<file path="src/rtl/muldiv_unit.sv">
`default_nettype none
// ============================================================================
//  Module      : muldiv_unit
//  Description : Iterative RV64M multiply/divide unit, one bit per cycle
//                (shift-add multiply, restoring divide) with valid/ready I/O.
//  Revision    : 1.0 - initial release
// ============================================================================
module muldiv_unit #(
    parameter int XLEN = 64
) (
    input  logic            clk,
    input  logic            reset,
    input  logic            flush,
    input  logic            in_valid,
    output logic            in_ready,
    input  logic [2:0]      op,
    input  logic            word,
    input  logic [XLEN-1:0] a,
    input  logic [XLEN-1:0] b,
    output logic            out_valid,
    input  logic            out_ready,
    output logic [XLEN-1:0] result
);

    localparam int              CW       = $clog2(XLEN + 1);
    localparam logic [XLEN-1:0] C_LO32   = XLEN'({32{1'b1}});
    localparam logic [XLEN-1:0] C_MIN32  = XLEN'(33'h0_8000_0000);
    localparam logic [XLEN-1:0] C_MINX   = {1'b1, {(XLEN-1){1'b0}}};
    localparam logic [2:0]      C_MUL    = 3'd0;
    localparam logic [2:0]      C_MULH   = 3'd1;
    localparam logic [2:0]      C_MULHSU = 3'd2;
    localparam logic [2:0]      C_MULHU  = 3'd3;
    localparam logic [2:0]      C_DIV    = 3'd4;
    localparam logic [2:0]      C_DIVU   = 3'd5;
    localparam logic [2:0]      C_REM    = 3'd6;
    localparam logic [2:0]      C_REMU   = 3'd7;

    typedef enum logic [1:0] {
        S_IDLE = 2'd0,
        S_BUSY = 2'd1,
        S_DONE = 2'd2
    } state_t;

    // Sign-extend bit 31 across the full width; identity when XLEN==32.
    function automatic logic [XLEN-1:0] sext32(input logic [XLEN-1:0] v);
        logic [XLEN-1:0] t;
        t = v << (XLEN - 32);
        return $signed(t) >>> (XLEN - 32);
    endfunction

    state_t            r_state;
    state_t            w_state_nxt;
    logic              r_out_valid;
    logic [XLEN-1:0]   r_result;
    logic [2:0]        r_op;
    logic              r_word;
    logic              r_sa;
    logic              r_sb;
    logic [CW-1:0]     r_count;
    logic [2*XLEN-1:0] r_prod;
    logic [2*XLEN-1:0] r_mcand;
    logic [XLEN-1:0]   r_shift;
    logic [XLEN-1:0]   r_rem;
    logic [XLEN-1:0]   r_divisor;

    // ------------------------------------------------------------------
    // Request decode: operands reduced to width N and taken to magnitudes
    // ------------------------------------------------------------------
    logic            w_accept;
    logic            w_word;
    logic [XLEN-1:0] w_mask;
    logic [XLEN-1:0] w_a_n;
    logic [XLEN-1:0] w_b_n;
    logic            w_a_signed;
    logic            w_b_signed;
    logic            w_sa;
    logic            w_sb;
    logic [XLEN-1:0] w_a_mag;
    logic [XLEN-1:0] w_b_mag;
    logic [XLEN-1:0] w_min_n;
    logic            w_b_zero;
    logic            w_ovf;
    logic            w_special;
    logic [XLEN-1:0] w_special_res;
    logic [XLEN-1:0] w_dvd_init;
    logic [CW-1:0]   w_n;

    assign in_ready   = (r_state == S_IDLE) && !reset;
    assign w_accept   = in_valid && in_ready && !flush;
    assign w_word     = (XLEN == 64) && word;
    assign w_mask     = w_word ? C_LO32 : '1;
    assign w_a_n      = a & w_mask;
    assign w_b_n      = b & w_mask;
    assign w_a_signed = (op == C_MULH) || (op == C_MULHSU) || (op == C_DIV) || (op == C_REM);
    assign w_b_signed = (op == C_MULH) || (op == C_DIV) || (op == C_REM);
    assign w_sa       = w_a_signed && (w_word ? a[31] : a[XLEN-1]);
    assign w_sb       = w_b_signed && (w_word ? b[31] : b[XLEN-1]);
    assign w_a_mag    = w_sa ? ((-w_a_n) & w_mask) : w_a_n;
    assign w_b_mag    = w_sb ? ((-w_b_n) & w_mask) : w_b_n;
    assign w_min_n    = w_word ? C_MIN32 : C_MINX;
    assign w_b_zero   = (w_b_n == '0);
    assign w_ovf      = w_a_signed && w_b_signed && (w_a_n == w_min_n) && (w_b_n == w_mask);
    assign w_special  = op[2] && (w_b_zero || w_ovf);
    assign w_n        = w_word ? CW'(32) : CW'(XLEN);
    // Left-align a 32-bit dividend so the restoring loop always starts at the MSB.
    assign w_dvd_init = w_word ? (w_a_mag << (XLEN - 32)) : w_a_mag;

    always_comb begin
        w_special_res = '1;
        if (w_b_zero) begin
            if (op[1]) begin
                w_special_res = w_word ? sext32(a) : a;
            end
        end else begin
            w_special_res = op[1] ? '0 : (w_word ? sext32(w_min_n) : w_min_n);
        end
    end

    // ------------------------------------------------------------------
    // One iteration step, plus the sign fixup applied to the final step
    // ------------------------------------------------------------------
    logic [2*XLEN-1:0] w_prod_nxt;
    logic [2*XLEN-1:0] w_prod_fix;
    logic [XLEN:0]     w_div_cat;
    logic              w_div_ge;
    logic [XLEN-1:0]   w_div_sub;
    logic [XLEN-1:0]   w_rem_nxt;
    logic [XLEN-1:0]   w_shift_nxt;
    logic [XLEN-1:0]   w_quo_fix;
    logic [XLEN-1:0]   w_rem_fix;
    logic [XLEN-1:0]   w_fix_raw;
    logic [XLEN-1:0]   w_fix_res;

    assign w_prod_nxt  = r_prod + (r_shift[0] ? r_mcand : '0);
    assign w_div_cat   = {r_rem, r_shift[XLEN-1]};
    assign w_div_ge    = (w_div_cat >= {1'b0, r_divisor});
    assign w_div_sub   = w_div_cat[XLEN-1:0] - r_divisor;
    assign w_rem_nxt   = w_div_ge ? w_div_sub : w_div_cat[XLEN-1:0];
    assign w_shift_nxt = r_op[2] ? {r_shift[XLEN-2:0], w_div_ge} : (r_shift >> 1);

    assign w_prod_fix  = (r_sa ^ r_sb) ? (-w_prod_nxt) : w_prod_nxt;
    assign w_quo_fix   = (r_sa ^ r_sb) ? (-w_shift_nxt) : w_shift_nxt;
    assign w_rem_fix   = r_sa ? (-w_rem_nxt) : w_rem_nxt;

    always_comb begin
        w_fix_raw = '0;
        case (r_op)
            C_MUL:                    w_fix_raw = w_prod_fix[XLEN-1:0];
            C_MULH, C_MULHSU, C_MULHU: w_fix_raw = r_word ? w_prod_fix[XLEN+31:32]
                                                          : w_prod_fix[2*XLEN-1:XLEN];
            C_DIV, C_DIVU:            w_fix_raw = w_quo_fix;
            C_REM, C_REMU:            w_fix_raw = w_rem_fix;
            default:                  w_fix_raw = '0;
        endcase
        w_fix_res = r_word ? sext32(w_fix_raw) : w_fix_raw;
    end

    // ------------------------------------------------------------------
    // Control FSM
    // ------------------------------------------------------------------
    always_comb begin
        w_state_nxt = r_state;
        case (r_state)
            S_IDLE: if (w_accept) w_state_nxt = w_special ? S_DONE : S_BUSY;
            S_BUSY: if (r_count == CW'(1)) w_state_nxt = S_DONE;
            S_DONE: if (out_ready) w_state_nxt = S_IDLE;
            default: w_state_nxt = S_IDLE;
        endcase
        if (flush) begin
            w_state_nxt = S_IDLE;
        end
    end

    always_ff @(posedge clk or posedge reset) begin
        if (reset) begin
            r_state     <= S_IDLE;
            r_out_valid <= 1'b0;
        end else begin
            r_state     <= w_state_nxt;
            r_out_valid <= (w_state_nxt == S_DONE);
        end
    end

    // ------------------------------------------------------------------
    // Datapath
    // ------------------------------------------------------------------
    always_ff @(posedge clk or posedge reset) begin
        if (reset) begin
            r_result  <= '0;
            r_op      <= '0;
            r_word    <= 1'b0;
            r_sa      <= 1'b0;
            r_sb      <= 1'b0;
            r_count   <= '0;
            r_prod    <= '0;
            r_mcand   <= '0;
            r_shift   <= '0;
            r_rem     <= '0;
            r_divisor <= '0;
        end else if (!flush) begin
            case (r_state)
                S_IDLE: begin
                    if (w_accept) begin
                        r_op      <= op;
                        r_word    <= w_word;
                        r_sa      <= w_sa;
                        r_sb      <= w_sb;
                        r_count   <= w_n;
                        r_prod    <= '0;
                        r_rem     <= '0;
                        r_mcand   <= {{XLEN{1'b0}}, w_a_mag};
                        r_divisor <= w_b_mag;
                        r_shift   <= op[2] ? w_dvd_init : w_b_mag;
                        if (w_special) begin
                            r_result <= w_special_res;
                        end
                    end
                end
                S_BUSY: begin
                    r_prod  <= w_prod_nxt;
                    r_mcand <= r_mcand << 1;
                    r_rem   <= w_rem_nxt;
                    r_shift <= w_shift_nxt;
                    r_count <= r_count - CW'(1);
                    // Last step: sign fixup is applied to this step's outcome.
                    if (r_count == CW'(1)) begin
                        r_result <= w_fix_res;
                    end
                end
                default: ;
            endcase
        end
    end

    assign out_valid = r_out_valid;
    assign result    = r_result;

endmodule
`default_nettype wire

</file>
<file path="config.mk">
export PLATFORM = sky130hd
export DESIGN_NAME = muldiv_unit
export DESIGN_NICKNAME = d
export VERILOG_FILES = /design/src/rtl/muldiv_unit.sv
export SDC_FILE = /design/constraint.sdc
export NUM_CORES = 2
export LEC_CHECK = 0
export ABC_AREA = 1
export BUFFER_PORTS_ARGS = -buffer_cell sky130_fd_sc_hd__buf_2
export CORE_MARGIN = 2
export CORE_UTILIZATION = 30
export CTS_CLUSTER_DIAMETER = 30
export DETAILED_ROUTE_END_ITERATION = 7
export PLACE_DENSITY = 0.48
export SKIP_CTS_REPAIR_TIMING = 1
export SLEW_MARGIN = 20
export SYNTH_ARGS = -nofsm -noshare
export SYNTH_HDL_FRONTEND = slang
export SYNTH_SLANG_ARGS = --single-unit
</file>
<file path="constraint.sdc">
create_clock -name clk -period 38.2 [get_ports clk]
set_clock_uncertainty 0.1 [all_clocks]
set_input_delay 5.73 -clock clk [delete_from_list [all_inputs] [get_ports clk]]
set_output_delay 5.73 -clock clk [all_outputs]
set_load 0.1 [all_outputs]
</file>
Yosys cells after proc, flatten, opt, wreduce, memory -nomap -nowiden:

Index checks and enable logic that the tools add are counted.
Widths: inputs -> output; s select.

* bits in registers: 528
* bits of input ports: 137
* output and inout port bits: 66
* logic and storage cells: 118

* add/subtract/negate cells: 8
* magnitude comparators: 1
* equality and inequality tests: 20
* muxes and demuxes: 43
* bitwise logic cells: 6
* reductions and logical operators: 27

Operators by type and width (count)
* $mux 64: 22
* $mux 128: 4
* $pmux 128 s2: 2
* $pmux 64 s2: 3
* $and 64x64->64: 4
* $neg 64->64: 4
* $pmux 64 s4: 1
* $add 128x128->128: 1
* $eq 64x64->1: 2
* $neg 128->128: 1
* $ge 65x64->1: 1
* $logic_not 64->1: 1
* $sub 64x64->64: 1
* $eq 3x3->1 const B: 6
* $mux 7: 2
* $pmux 7 s2: 1
* $mux 2: 5
* $eq 3x2->1 const B: 3
* $logic_and 1x1->1: 9
* $eq 7x1->1 const B: 1
* $sub 7x1->7 const B: 1
* $eq 3x1->1 const B: 2
* $logic_or 1x1->1: 6
* $ne 2x2->1 const B: 3
* 14 further kinds: 19

Logic depth before layout (Yosys ltp):

* word-level depth: 14
* depth in mapped cells: 39
* gate-level depth less buffers: 37

Worst setup path before layout:

OpenSTA, ideal clock, no wires.

* path kind: input port to output port
* start point: in reset
* end point: out in_ready
* arrival time: 7.803 ns
* required time: 32.370 ns
* slack: 24.567 ns
* stages: 1
* cells stage by stage: nor3_1

* longest elaborated chain between the ends: 2

RTL lines
* from (decl): line 12 `input logic reset,`
* $logic_not 1->1 (no line)
* $logic_and 1x1->1: line 88 `assign in_ready = (r_state == S_IDLE) && !reset;`
* to (decl): line 15 `output logic in_ready,`

No other way between the ends.

Worst setup path after layout:

Ends and elaborated chain as after synthesis.

==> results.json <==
{
  "status": "complete, no violations",
  "via_count": 72700,
  "grt_util_all_layers_pct": 34.2,
  "grt_first_pass_wirelength_um": 499000,
  "fmax_mhz": 80.4,
  "post_drt_wl_per_cell_um": 26.1,
  "yosys_warnings": 0,
  "htreeDepth": 4,
  "die_x_um": 450,
  "critPathSlowestCell": "buf_2",
  "hp-class": "reg -> reg",
  "hold_viol": 0,
  "rows": 163,
  "avgSynthCellArea_um2": 5.52,
  "worstPathRequired_ns": 32.37,
  "p_clk_share_pct": 26.8,
  "stdcell_count": 13700,
  "p_switching_mw": 3.31,
  "io_buffers": 202,
  "ant_nets": 0,
  "syn_area_um2": 59600,
  "cp_max_fo": 2,
  "cts_buffers": 182,
  "swShare_pct": 56.5,
  "area.growth.synth_to_final_pct": 17.0,
  "rsz0062_at_grt": "false",
  "synth_fp_nets": 11100,
  "worst_path_most_repeated_cell": "buf_2",
  "initial_core_util_pct": 30.2,
  "arrival_ns": 6.61,
  "crit_chain": "buf_2 > nor3_1 > buf_2",
  "grt_pass1_vias": 67500,
  "cts.clk_slew.worst_paths_ns": 0.04,
  "drc": 0,
  "finalCritPeriodShare_pct": 32.6,
  "worstMarginPinSlew_ns": 1.21,
  "fin_nets": 11300,
  "wirelength_um": 358000,
  "p_leak_nw": 37.9,
  "slew_violations": 0,
  "critPathCaptureType": "output pin",
  "total_power_mw": 5.86,
  "drv_cap": 0,
  "grt-ovfl-total": 0,
  "synth_cell_types": 71,
  "startpoint_type": "primary input",
  "viasPerCell": 5.30,
  "clkSinkCount": 528,
  "drt_iter0_drc": 8487,
  "ios": 203,
  "clkLatencyLatePin_ns": 0.86,
  "criticalPathCategory": "in -> out",
  "clock_path_buffers": 3,
  "intPower_mw": 2.55,
  "comb_power_share_pct": 59.3,
  "ys.flop_type": "dfrtp_1",
  "crit_buf_inv": 2,
  "cpLargestDelayFamily": "buffers and inverters",
  "core-area_um2": 197000,
  "dp.cells": 13400,
  "hpwl_um": 299000,
  "power_density_nw_per_um2": 84.1,
  "finalSetupViolations": 0,
  "cts-root-buf": "clkbuf_16",
  "place_congestion": 1.02,
  "fillers": 22700,
  "ys_seq_area_share_pct": 22.2,
  "ir_drop_mv": 0.0949,
  "async_reset_ff_share_pct": 100,
  "drive_gt1_share_pct": 7.47,
  "dr.pass1.iters": 8,
  "die_h_um": 450,
  "slowest_delay_ns": 0.49,
  "ys_seq_elements": 528,
  "fin_crit_ns": 12.44,
  "antenna_found_initial": 24,
  "setup-tns-final_ns": 0,
  "synth_edf_count": 0,
  "cts_tree": "yes",
  "relSlewSlack_pct": 18.4,
  "synth_cells": 10800,
  "grt_max_degree": 127,
  "dieArea_um2": 202000,
  "seq_power_share_pct": 13.9
}
## metal layers
| metal | global-route usage (%) | routed length (um) | vias to the layer above |
|---|---|---|---|
| met5 | 0 | 41 | - |
| met4 | 15.8 | 18800 | 6 |
| met3 | 5.83 | 29500 | 549 |
| met2 | 49.9 | 147000 | 3292 |
| met1 | 48.7 | 163000 | 34700 |
| li1 | - | - | 34200 |
## cell usage in the layout (no fill, tap or decap), types with 17 or more instances in the layout
| cell type | n |
|---|---|
| nor4_1 | 29 |
| inv_1 | 1759 |
| ha_1 | 199 |
| a31oi_1 | 33 |
| nand3_1 | 592 |
| dfrtp_1 | 524 |
| or2_2 | 32 |
| nor3_1 | 101 |
| o211ai_1 | 64 |
| nor2_4 | 17 |
| clkbuf_16 | 183 |
| nand3b_1 | 58 |
| nand2_1 | 3791 |
| nand2_2 | 39 |
| nor2_1 | 1075 |
| o22ai_1 | 35 |
| xnor2_1 | 40 |
| clkbuf_1 | 25 |
| o21ai_0 | 861 |
| xor2_1 | 143 |
| bufinv_16 | 21 |
| a21oi_1 | 597 |
| buf_4 | 80 |
| nand4_1 | 121 |
| o21bai_1 | 30 |
| buf_2 | 201 |
| clkinv_2 | 47 |
| inv_2 | 47 |
| nor2_2 | 45 |
| clkbuf_8 | 39 |
| o21ai_1 | 48 |
## sequential cells by signal (all words and copies together) (netlist names)
signal     flops
r_divisor     64
r_state        2
r_word         1
r_rem         64
r_shift       64
r_prod       128
out_valid      1
r_sa           1
r_op           3
r_count        7
result        64
r_sb           1
r_mcand      128
## final cells by class
cell class                 count  area, um2  area share (%)
tap                         2640       3300            4.74
multi-input combinational   8100      38100            54.7
clock inverter                93       1290            1.85
timing repair buffer         282       1630            2.33
inverter                    1828       6880            9.88
sequential                   528      13200            19.0
antenna                        8       20.0          0.0287
clock buffer                 247       5210            7.48
## stage by stage
stage | area, um2 | worst slack (ns) | utilization, % | hold slack (ns)
floorplan | 59600 | 17.62 | - | 0.352
global placement | 63200 | 25.77 | 32.0 | 0.369
detailed placement | 63200 | 25.76 | 32.0 | 0.360
CTS | 69700 | 25.75 | 35.3 | 0.380
global route | 69700 | 25.72 | 35.3 | 0.400
finish | 69700 | 25.76 | 35.3 | 0.379
## power groups by stage
stage               clock network, mW  logic [mW]  registers, mW
detailed placement                  0        3.35          0.819
CTS                              1.58        3.37          0.813
global placement                    0        3.35          0.817
global route                     1.62        3.69          0.820
floorplan                           0        1.96          0.899
finish                           1.57        3.48          0.814
## worst min-delay path, stage by stage, from the launching register on
cell and delay, ns:
dfrtp_1 0.33, nand2_1 0.05, nand2_1 0.06
## cells in the mapped netlist, types with 64 or more instances
library cell     n  area (um2)
nand2_1       3793       14200
inv_1         1765        6630
nor2_1        1083        4070
o21ai_0        862        4310
a21oi_1        597        2990
nand3_1        593        2970
dfrtp_1        528       13200
clkbuf_1       244         916
ha_1           199        2490
xor2_1         143        1250
nand4_1        121         757
nor3_1         101         505
o211ai_1        64         480
## logic make-up after synthesis
| logic type | after synthesis | synth area share, % |
|---|---|---|
| AO/OA/AOI/OAI | 1769 | 16.0 |
| XOR/XNOR | 186 | 2.77 |
| adder cells (fa/ha/maj) | 201 | 4.25 |
| buffers and inverters | 2157 | 13.9 |
| flip-flops | 528 | 22.2 |
| AND/OR/NAND/NOR | 5944 | 40.9 |
## final timing paths
kind                              startpoint    endpoint  slack (ns)  cells after the start
worst min register to register    result[50]  result[50]        0.38                      2
worst max-delay path                   reset    in_ready       25.76                      3
max in group asynchronous              reset  r_prod[77]       30.51                      4
worst min-delay path              result[50]  result[50]        0.38                      2
min in group asynchronous              reset  r_count[6]        4.95                      2
worst max register to register  r_divisor[7]  result[54]       30.41                     35
No activity file was read; power rests on OpenSTA's default activity.
